**src/rtl/fir_pkg.sv**
```systemverilog
// Shared definitions for the FIR output path.
// Provides the FIR sample width, default parameter values for the decimating
// output buffer, and sat_round(), which rounds half-up, shifts and clamps.
package fir_pkg;

    localparam int SAMPLE_W = 16;

    localparam int DEF_M     = 4;
    localparam int DEF_SHIFT = 4;
    localparam int DEF_OUT_W = 12;
    localparam int DEF_DEPTH = 8;

    localparam logic signed [SAMPLE_W:0] WIDE_ONE = {{SAMPLE_W{1'b0}}, 1'b1};

    // One guard bit above SAMPLE_W so the rounding bias cannot wrap.
    // The result is clamped to out_w bits. It is returned sign-extended to
    // SAMPLE_W, so the caller keeps only the low out_w bits.
    function automatic logic signed [SAMPLE_W-1:0] sat_round(
        input logic signed [SAMPLE_W-1:0] y,
        input int                         shift,
        input int                         out_w
    );
        logic signed [SAMPLE_W:0] bias;
        logic signed [SAMPLE_W:0] t;
        logic signed [SAMPLE_W:0] s;
        logic signed [SAMPLE_W:0] hi;
        logic signed [SAMPLE_W:0] lo;
        bias = '0;
        if (shift > 0) bias = WIDE_ONE <<< (shift - 1);
        t  = {y[SAMPLE_W-1], y} + bias;
        s  = t >>> shift;
        hi = (WIDE_ONE <<< (out_w - 1)) - WIDE_ONE;
        lo = -(WIDE_ONE <<< (out_w - 1));
        if (s > hi)      s = hi;
        else if (s < lo) s = lo;
        return s[SAMPLE_W-1:0];
    endfunction

endpackage

```
**src/rtl/fir_decim_buffer_if.sv**
```systemverilog
// Output stream of the decimating buffer (valid/ready, show-ahead data).
//   out_data  : signed head-of-FIFO sample (W bits)
//   out_valid : FIFO holds at least one sample
//   out_ready : consumer takes out_data this cycle
// The master modport is the buffer. The slave modport is the framer or DMA.
interface fir_decim_buffer_if
    import fir_pkg::*;
#(
    parameter int W = DEF_OUT_W
);
    logic signed [W-1:0] out_data;
    logic                out_valid;
    logic                out_ready;

    modport master (output out_data, output out_valid, input out_ready);
    modport slave  (input out_data, input out_valid, output out_ready);
endinterface

```
**src/rtl/fir_decim_buffer_sync_fifo.sv**
```systemverilog
// Synchronous show-ahead FIFO.
// Ports:
//   clk, rst_p : clock and asynchronous active-high reset
//   push/wdata : write request and data. A push when full is ignored unless
//                a pop happens on the same edge.
//   pop        : read request. A pop when empty is ignored.
//   rdata      : registered head entry. It holds its value while empty.
//   full/empty : status flags
//   level      : occupancy, 0..DEPTH
module sync_fifo #(
    parameter int DEPTH = 8,
    parameter int WIDTH = 12
) (
    input  logic                     clk,
    input  logic                     rst_p,
    input  logic                     push,
    input  logic                     pop,
    input  logic [WIDTH-1:0]         wdata,
    output logic [WIDTH-1:0]         rdata,
    output logic                     full,
    output logic                     empty,
    output logic [$clog2(DEPTH):0]   level
);
    localparam int AW = $clog2(DEPTH);

    logic [WIDTH-1:0] mem [DEPTH];
    logic [AW-1:0]    rd_ptr;
    logic [AW-1:0]    wr_ptr;
    logic [AW:0]      count;
    logic [AW:0]      count_nxt;
    logic [WIDTH-1:0] head_q;
    logic             do_push;
    logic             do_pop;

    assign full    = (count == (AW+1)'(DEPTH));
    assign empty   = (count == '0);
    assign do_pop  = pop & ~empty;
    assign do_push = push & (~full | do_pop);
    assign level   = count;
    assign rdata   = head_q;

    // NOTE: every variable written in always_comb gets a default first,
    // so no path leaves it unassigned and no latch is inferred.
    always_comb begin
        count_nxt = count;
        if (do_push && !do_pop)      count_nxt = count + (AW+1)'(1);
        else if (!do_push && do_pop) count_nxt = count - (AW+1)'(1);
    end

    // NOTE: the storage array is not reset. Only the pointers and count are
    // reset, and they alone decide which entries are valid. Keeping reset
    // off the array lets it map onto plain RAM or flops without reset.
    always_ff @(posedge clk) begin
        if (do_push) mem[wr_ptr] <= wdata;
    end

    // NOTE: sequential state is written with non-blocking assignments only,
    // so every register samples the pre-edge values of the others.
    always_ff @(posedge clk or posedge rst_p) begin
        if (rst_p) begin
            rd_ptr <= '0;
            wr_ptr <= '0;
            count  <= '0;
            head_q <= '0;
        end else begin
            count <= count_nxt;
            if (do_push) wr_ptr <= wr_ptr + AW'(1);
            if (do_pop)  rd_ptr <= rd_ptr + AW'(1);
            // The head register follows the entry behind the one being popped.
            // That entry comes from memory when it already exists. It comes
            // straight from wdata when the FIFO is about to become empty, or
            // when the FIFO is already empty.
            if (do_pop) begin
                if (count > (AW+1)'(1)) head_q <= mem[rd_ptr + AW'(1)];
                else if (do_push)       head_q <= wdata;
            end else if (do_push && empty) begin
                head_q <= wdata;
            end
        end
    end

endmodule

```
**src/rtl/fir_decim_buffer.sv**
```systemverilog
// Decimating output buffer behind the 21-tap FIR stage.
// It keeps 1 of every M valid samples, rounds half-up, shifts right by SHIFT,
// saturates to OUT_W bits, and queues the results in a DEPTH-entry FIFO.
// Ports:
//   clk, rst_p : clock and asynchronous active-high reset
//   y_in       : signed FIR output sample
//   y_valid    : y_in valid. The FIR stage cannot be back-pressured.
//   out_if     : valid/ready stream of OUT_W-bit results (master side)
//   level      : FIFO occupancy
//   ovf        : sticky, set when a kept sample is lost to a full FIFO
//   clr_ovf    : synchronous clear of ovf. A new overflow on the same edge wins.
module fir_decim_buffer
    import fir_pkg::*;
#(
    parameter int M     = DEF_M,
    parameter int SHIFT = DEF_SHIFT,
    parameter int OUT_W = DEF_OUT_W,
    parameter int DEPTH = DEF_DEPTH
) (
    input  logic                        clk,
    input  logic                        rst_p,
    input  logic signed [SAMPLE_W-1:0]  y_in,
    input  logic                        y_valid,
    fir_decim_buffer_if.master          out_if,
    output logic [$clog2(DEPTH):0]      level,
    output logic                        ovf,
    input  logic                        clr_ovf
);
    localparam int PH_W = (M > 1) ? $clog2(M) : 1;

    logic [PH_W-1:0]            phase;
    logic                       keep;
    logic signed [SAMPLE_W-1:0] scaled_full;
    logic                       scale_valid;
    logic signed [OUT_W-1:0]    scale_data;
    logic                       fifo_full;
    logic                       fifo_empty;
    logic                       pop;
    logic                       drop;

    // Phase 0 is the kept slot, so the first valid sample after reset is kept.
    assign keep        = y_valid && (phase == '0);
    assign scaled_full = sat_round(y_in, SHIFT, OUT_W);

    // sat_round already clamped to OUT_W, so the upper bits only repeat the sign.
    if (OUT_W < SAMPLE_W) begin : g_trunc
        logic unused_hi;
        assign unused_hi = ^scaled_full[SAMPLE_W-1:OUT_W];
    end

    always_ff @(posedge clk or posedge rst_p) begin
        if (rst_p) begin
            phase <= '0;
        end else if (y_valid) begin
            phase <= (phase == PH_W'(M - 1)) ? '0 : phase + PH_W'(1);
        end
    end

    always_ff @(posedge clk or posedge rst_p) begin
        if (rst_p) begin
            scale_valid <= 1'b0;
            scale_data  <= '0;
        end else begin
            scale_valid <= keep;
            if (keep) scale_data <= scaled_full[OUT_W-1:0];
        end
    end

    assign pop  = ~fifo_empty & out_if.out_ready;
    // When the FIFO is full, a push still fits if the head leaves on the same edge.
    assign drop = scale_valid & fifo_full & ~pop;

    sync_fifo #(
        .DEPTH (DEPTH),
        .WIDTH (OUT_W)
    ) u_fifo (
        .clk   (clk),
        .rst_p (rst_p),
        .push  (scale_valid),
        .pop   (pop),
        .wdata (scale_data),
        .rdata (out_if.out_data),
        .full  (fifo_full),
        .empty (fifo_empty),
        .level (level)
    );

    assign out_if.out_valid = ~fifo_empty;

    always_ff @(posedge clk or posedge rst_p) begin
        if (rst_p)        ovf <= 1'b0;
        else if (drop)    ovf <= 1'b1;
        else if (clr_ovf) ovf <= 1'b0;
    end

endmodule

```
**src/flat_wrapper.sv**
```systemverilog
// flat-port wrapper written by rule: the top's interface ports become plain ports
module fir_decim_buffer_flat import fir_pkg::*;
#(
    parameter int M     = DEF_M,
    parameter int SHIFT = DEF_SHIFT,
    parameter int OUT_W = DEF_OUT_W,
    parameter int DEPTH = DEF_DEPTH
)
  (clk, rst_p, y_in, y_valid, level, ovf, clr_ovf, out_if_out_data, out_if_out_valid, out_if_out_ready);
  fir_decim_buffer_if #(.W(12)) out_if_i ();
  input  logic clk;
  input  logic rst_p;
  input  logic signed [SAMPLE_W-1:0] y_in;
  input  logic y_valid;
  output logic [$clog2(DEPTH):0] level;
  output logic ovf;
  input  logic clr_ovf;
  output wire logic [$bits(out_if_i.out_data)-1:0] out_if_out_data;
  output wire logic [$bits(out_if_i.out_valid)-1:0] out_if_out_valid;
  input wire logic [$bits(out_if_i.out_ready)-1:0] out_if_out_ready;
  assign out_if_out_data = out_if_i.out_data;
  assign out_if_out_valid = out_if_i.out_valid;
  assign out_if_i.out_ready = out_if_out_ready;
  fir_decim_buffer #(.M(M), .SHIFT(SHIFT), .OUT_W(OUT_W), .DEPTH(DEPTH)) u_core (.clk(clk), .rst_p(rst_p), .y_in(y_in), .y_valid(y_valid), .out_if(out_if_i), .level(level), .ovf(ovf), .clr_ovf(clr_ovf));
endmodule
```
**config.mk**
```make
export PLATFORM = sky130hd
export DESIGN_NAME = fir_decim_buffer_flat
export DESIGN_NICKNAME = d
export VERILOG_FILES = /design/src/rtl/fir_pkg.sv /design/src/rtl/fir_decim_buffer_if.sv /design/src/rtl/fir_decim_buffer_sync_fifo.sv /design/src/rtl/fir_decim_buffer.sv /design/src/flat_wrapper.sv
export SDC_FILE = /design/constraint.sdc
export NUM_CORES = 1
export LEC_CHECK = 0
export BUFFER_PORTS_ARGS = -buffer_cell sky130_fd_sc_hd__clkbuf_2
export CAP_MARGIN = 5
export CORE_ASPECT_RATIO = 0.7
export CORE_MARGIN = 8
export CORE_UTILIZATION = 35
export DETAILED_ROUTE_END_ITERATION = 16
export GPL_ROUTABILITY_DRIVEN = 0
export SETUP_SLACK_MARGIN = 0.2
export SKIP_CTS_REPAIR_TIMING = 1
export SYNTH_ARGS = -nofsm -noshare
export SYNTH_HDL_FRONTEND = slang
export SYNTH_SLANG_ARGS = --single-unit
```
**constraint.sdc**
```tcl
create_clock -name clk -period 4.5 [get_ports clk]
set_input_delay 0.45 -clock clk [delete_from_list [all_inputs] [get_ports clk]]
set_output_delay 0.45 -clock clk [all_outputs]
set_load 0.01 [all_outputs]
```
# After elaboration in Yosys (flattened, before gate mapping)
# Memory sizes are Yosys's and may differ from the RTL's.
# Index checks and enable logic that the tools add are counted.
[word_totals]
wordCells = 55
latch_bits = 0
n_memories = 1
mem_bits_rw = 96
register_bits = 38
mem_bits_ro = 0
[memory_table]
columns = ["name", "depth", "word_bits", "read_ports", "rd_clocked_by_memory_dff", "write_ports", "line_no", "source"]
rows = [
  ["u_core.u_fifo.mem", 8, 12, 1, 0, 1, "fir_decim_buffer_sync_fifo.sv:26", "logic [WIDTH-1:0] mem [DEPTH];"],
]
[classes]
mux = 13
shift = 0
mul = 0
magnitude_cmp = 3
add_sub_neg = 6
div = 0
n_reduce_logical = 12
n_eq_ne = 3
bitwise_logic = 9
[op_table]
columns = ["operator", "count"]
rows = [
  ["two-way mux 12 bit", 6],
  ["adder 16 x 5 -> 17 bit (second input constant)", 1],
  ["> comparator 13 x 12 -> 1 bit (second input constant)", 1],
  ["< comparator 13 x 12 -> 1 bit (second input constant)", 1],
  ["two-way mux 4 bit", 2],
  ["adder 3 x 1 -> 3 bit (second input constant)", 2],
  ["nonzero test 2 bit", 3],
  ["bitwise AND 1 bit", 5],
  ["adder 4 x 1 -> 4 bit (second input constant)", 1],
  ["== test 4 bit (second input constant)", 1],
  ["> comparator 4 x 1 -> 1 bit (second input constant)", 1],
  ["logical AND 1 bit", 4],
  ["logical NOT 4 bit", 1],
  ["two-way mux 1 bit", 4],
  ["subtractor 4 x 1 -> 4 bit (second input constant)", 1],
  ["inequality test 3 x 2 -> 1 bit (second input constant)", 1],
  ["inverter 1 bit", 3],
  ["adder 2 x 1 -> 2 bit (second input constant)", 1],
  ["== test 2 bit (second input constant)", 1],
  ["logical NOT 1 bit", 2],
  ["logical NOT 2 bit", 1],
  ["two-way mux 2 bit", 1],
  ["AND reduction 2 bit", 1],
  ["bitwise OR 1 bit", 1],
]

# Depth between registers and ports, before layout
[depth]
word_depth = 10
depth_mapped = 11
depth_no_buf = 10

# Modules after synthesis
# Synthesis repeated with hierarchy kept, for this count alone.
[hier_totals]
hier_cells = 446
hier_area_um2 = 5914.4
[by_module_without_submodules]
columns = ["mod", "cells_per_inst", "area_per_inst_um2", "seq_area_each_um2", "instances"]
rows = [
  ["sync_fifo", 333, 4893.4, 3433.3, 1],
  ["fir_decim_buffer", 113, 1021.0, 400.4, 1],
]

# Worst setup path after synthesis
# OpenSTA, ideal clock, no wires.
[synth_path]
path_kind = "reg-to-reg"
start = "register u_core.u_fifo.count[0], in the netlist u_core.u_fifo.level[0]"
end = "memory u_core.u_fifo.mem[0][0], enable pin"
path_buffers = 0
t_arrival_ns = 2.188
slack_ns = 1.916
period_less_slack_ns = 2.584
required_ns = 4.104
path_stages_with_launch = 8
cell_sequence = "dfrtp_1 > inv_1 > ha_1 > and4bb_2 > nand2b_4 > inv_2 > nand2b_1 > nor3_1"
[synth_between]
elab_chain_len = 8
word_cells_on_any_way = 10
classes_between = "1 x eq/ne; 2 x mux; 6 x bitwise; 1 x reduce/logical"
[synth_rtl]
columns = ["item", "line_no", "source"]
rows = [
  ["start, declared", "fir_decim_buffer_sync_fifo.sv:29", "logic [AW:0] count;"],
  ["start signal, assigned", "fir_decim_buffer_sync_fifo.sv:66", "count <= count_nxt;"],
  ["logical NOT 4 bit", "fir_decim_buffer_sync_fifo.sv:36", "assign empty = (count == '0);"],
  ["inverter 1 bit", "fir_decim_buffer_sync_fifo.sv:37, fir_decim_buffer.sv:69", ""],
  ["bitwise AND 1 bit", "fir_decim_buffer.sv:69", "assign pop = ~fifo_empty & out_if.out_ready;"],
  ["bitwise AND 1 bit", "fir_decim_buffer_sync_fifo.sv:37", "assign do_pop = pop & ~empty;"],
  ["bitwise OR 1 bit (*)", "fir_decim_buffer_sync_fifo.sv:38", "assign do_push = push & (~full | do_pop);"],
  ["bitwise AND 1 bit (*)", "fir_decim_buffer_sync_fifo.sv:38", ""],
  ["net u_core.u_fifo.do_push", "fir_decim_buffer_sync_fifo.sv:32", "logic do_push;"],
  ["two-way mux 1 bit (*)", "fir_decim_buffer_sync_fifo.sv:54", "if (do_push) mem[wr_ptr] <= wdata;"],
  ["two-way mux 1 bit (implied by the code) (*)", "fir_decim_buffer_sync_fifo.sv:54", ""],
  ["end, declared", "fir_decim_buffer_sync_fifo.sv:26", ""],
]
# Mark *: on every way through the listed nets, which the timed path passes. The rest lies on a longest branch.

# Worst setup path after layout
[layout_path]
start = "register u_core.u_fifo.count[0], in the netlist u_core.u_fifo.level[0]"
end = "memory u_core.u_fifo.mem[7][7], enable pin"
# The elaborated chain is that of the path after synthesis.

==> impl_results.md <==
* CP required at 4.52 ns
* Final instance count without filler cells at 720
* Synthesized flop and latch total at 134
* Final min period at 2.78 ns
* Largest net degree at the start of global routing at 50
* Max Cap Viol at 0
* Post-placement cell count at 688
* Final Instance Area at 6870 um2
* Reg area at 3830 um2
* EDFF count, synth at 96
* Htree depth at 4
* CP Class: reg2reg
* RSZ-0062 raised after global routing: false
* Initial drt markers at 270
* Clk slew on worst S/H paths at 0.06 ns
* Area of the die at 21300 um2
* Max Freq at 360 MHz
* CP top delay family: simple AND/OR/NAND/NOR gates
* Commonest non-fill, non-tap cell in the layout: edfxtp_1
* Syn nets at 473
* Worst-margin pin slew at 1.23 ns
* Sequential fraction of the synthesis area at 64.9%
* Net count, final at 513
* Initial antenna violation count at 0
* Worst Hold Class: in2async
* Share of layout cells above drive strength 1 at 16.8%
* Skew-Pair Late Insertion Delay at 0.42 ns
* Hold Vio Cnt, Final at 0
* Core footprint at 16400 um2
* Leakage at 2.59 nW
* CP arrival at 2.80 ns
* Max VDD drop at 496 uV
* Number of clock sinks at 134
* Die height at 125 um
* Worst r2r src: u_core.u_fifo.level[0]
* Launch point of the worst path: u_core.u_fifo.level[0]
* Syn_area_per_cell at 13.4 um2
* CTS root buffer: clkbuf_16
* Num CTS Buffers at 17
* Slowest cell delay on critical path at 0.96 ns
* Fillcell total at 1535
* Clk_skew at 0.0182 ns
* DRC Markers at 0
* Area grow syn2layout at 16.3%
* Ys async rst share at 28.4%
* HPWL Detailed at 8350 um
* Clock Tree Buf Depth at 2
* IO Port Bufs at 35
* Drt wl/cell at 17.3 um
* Fin crit share at 61.7%
* Slew HR at 17.8%
* Yosys warns at 0
* Initial Utilization at 36.0%
* Multi-input gate area at 1880 um2
* Routed Antenna Nets at 0
* Vias in the first global route at 3605
* DP Area at 6300 um2
* Pins Over Slew Limit at 0
* DRT Wirelength at 12500 um
* Setup TNS at 0 ns
* Main synth FF type: edfxtp_1
* Critical-path cell list: inv_1 -> ha_1 -> and4bb_2 -> nand2b_4 -> inv_2 -> nand2_1 -> nor2_1
* Yosys cell types at 44
* Die X at 171 um
* Worst Path Max Fanout at 12
* Cell area after synthesis at 5900 um2
* Syn Inst Count at 442
* Pwr dens at 725 nW/um2
* First-pass GRT wire length at 19700 um
* Commonest non-fill, non-tap cells in the layout: edfxtp_1, mux2i_1, nand3_1
* Top Ports at 39
* CTS tree: yes
* DR vias/cell at 4.99
* Final setup violation count at 0
* Status: finished clean
* Crit path buf inv count at 2
* Startpoint Class: flop
* Via count at 3594
* Kind of end point of the critical path: flop
* DRT Pass-1 Iters at 4
* GRT Util Overall at 12.2%
* Antenna cells at 0
* Grt ovf at 0
* Worst path slowest cell: nor2_1
* FP Rows at 39
==> cells in the mapped netlist, drive strengths merged, types with 2 or more instances <==
| master | n | area share (%) |
|---|---|---|
| clkbuf | 8 | 0.51 |
| nor3 | 3 | 0.25 |
| a21oi | 10 | 0.85 |
| nor3b | 2 | 0.34 |
| o211ai | 12 | 1.5 |
| and3 | 4 | 0.42 |
| o21ai | 22 | 1.9 |
| o22ai | 2 | 0.45 |
| ha | 10 | 2.1 |
| mux2i | 50 | 8.5 |
| xnor2 | 7 | 1.0 |
| mux2 | 2 | 0.38 |
| inv | 11 | 0.70 |
| a21boi | 2 | 0.25 |
| xor2 | 10 | 1.5 |
| nand3 | 50 | 4.2 |
| edfxtp | 96 | 49 |
| nand4 | 29 | 3.1 |
| nor2 | 21 | 1.3 |
| dfrtp | 38 | 16 |
| nand2b | 4 | 0.55 |
| buf | 17 | 2.0 |
| nand2 | 19 | 1.3 |
==> state kept, by name, indices dropped and copies added (netlist names) <==
name and count:
u_core.u_fifo.rdata 12, u_core.scale_data 12, u_core.u_fifo.wr_ptr 3, u_core.u_fifo.rd_ptr 3, u_core.u_fifo.level 4, u_core.ovf 1
u_core.phase 2, u_core.scale_valid 1, u_core.u_fifo.mem 96
==> cell families after synthesis <==
logic type | Yosys count | synth area share, %
AND/OR/NAND/NOR | 141 | 12.8
adder cells (fa/ha/maj) | 10 | 2.12
multiplexers | 52 | 8.86
flip-flops | 134 | 64.9
XOR/XNOR | 17 | 2.52
AO/OA/AOI/OAI | 52 | 5.57
buffers and inverters | 36 | 3.20
==> tightest hold or removal path, delay by kind of cell <==
kind | cells | cell delay, ns
buffers and inverters | 3 | 0.53
==> routing by layer <==
metal	track usage [%]	vias to the layer above	share of wire [%]
met3	3.83	9	10
met2	16.0	119	40
met4	3.62	0	0.79
li1	-	1750	-
met1	18.6	1716	49
met5	0	-	0
==> through the flow <==
step	utilization, %	power (mW)	setup slack (ns)	hold slack [ns]
after global routing	41.9	5.29	1.54	0.178
after CTS	41.9	5.02	1.68	0.138
final	41.9	4.98	1.72	0.121
after detailed placement	38.4	3.67	1.71	0.520
after global placement	38.4	3.61	1.81	0.495
after floorplan	-	3.09	1.92	0.484
==> power breakdown <==
part	switching, mW	internal, mW
clock	0.493	0.860
sequential	0.305	1.69
combinational	1.03	0.603
==> final timing paths <==
check                                     endpoint  slack [ns]  cells after the start
hold / removal                     u_core.phase[0]        0.12                      3
min in group clk                        u_core.ovf        0.23                      2
max in group asynchronous  u_core.u_fifo.rd_ptr[0]        4.00                      3
hold reg to reg            u_core.u_fifo.rd_ptr[1]        0.53                      1
setup / recovery           u_core.u_fifo.mem[7][7]        1.72                      7
setup reg to reg           u_core.u_fifo.mem[7][7]        1.72                      7
==> final cells by class <==
type / instances / area share (%)
clock buffers: 20 / 6.36
clock inverters: 12 / 1.97
inverters: 11 / 0.601
multi-input cells: 272 / 27.4
flip-flops and latches: 134 / 55.8
well taps: 225 / 4.10
repair buffers: 46 / 3.75
Power figures use the tool's default switching activity.
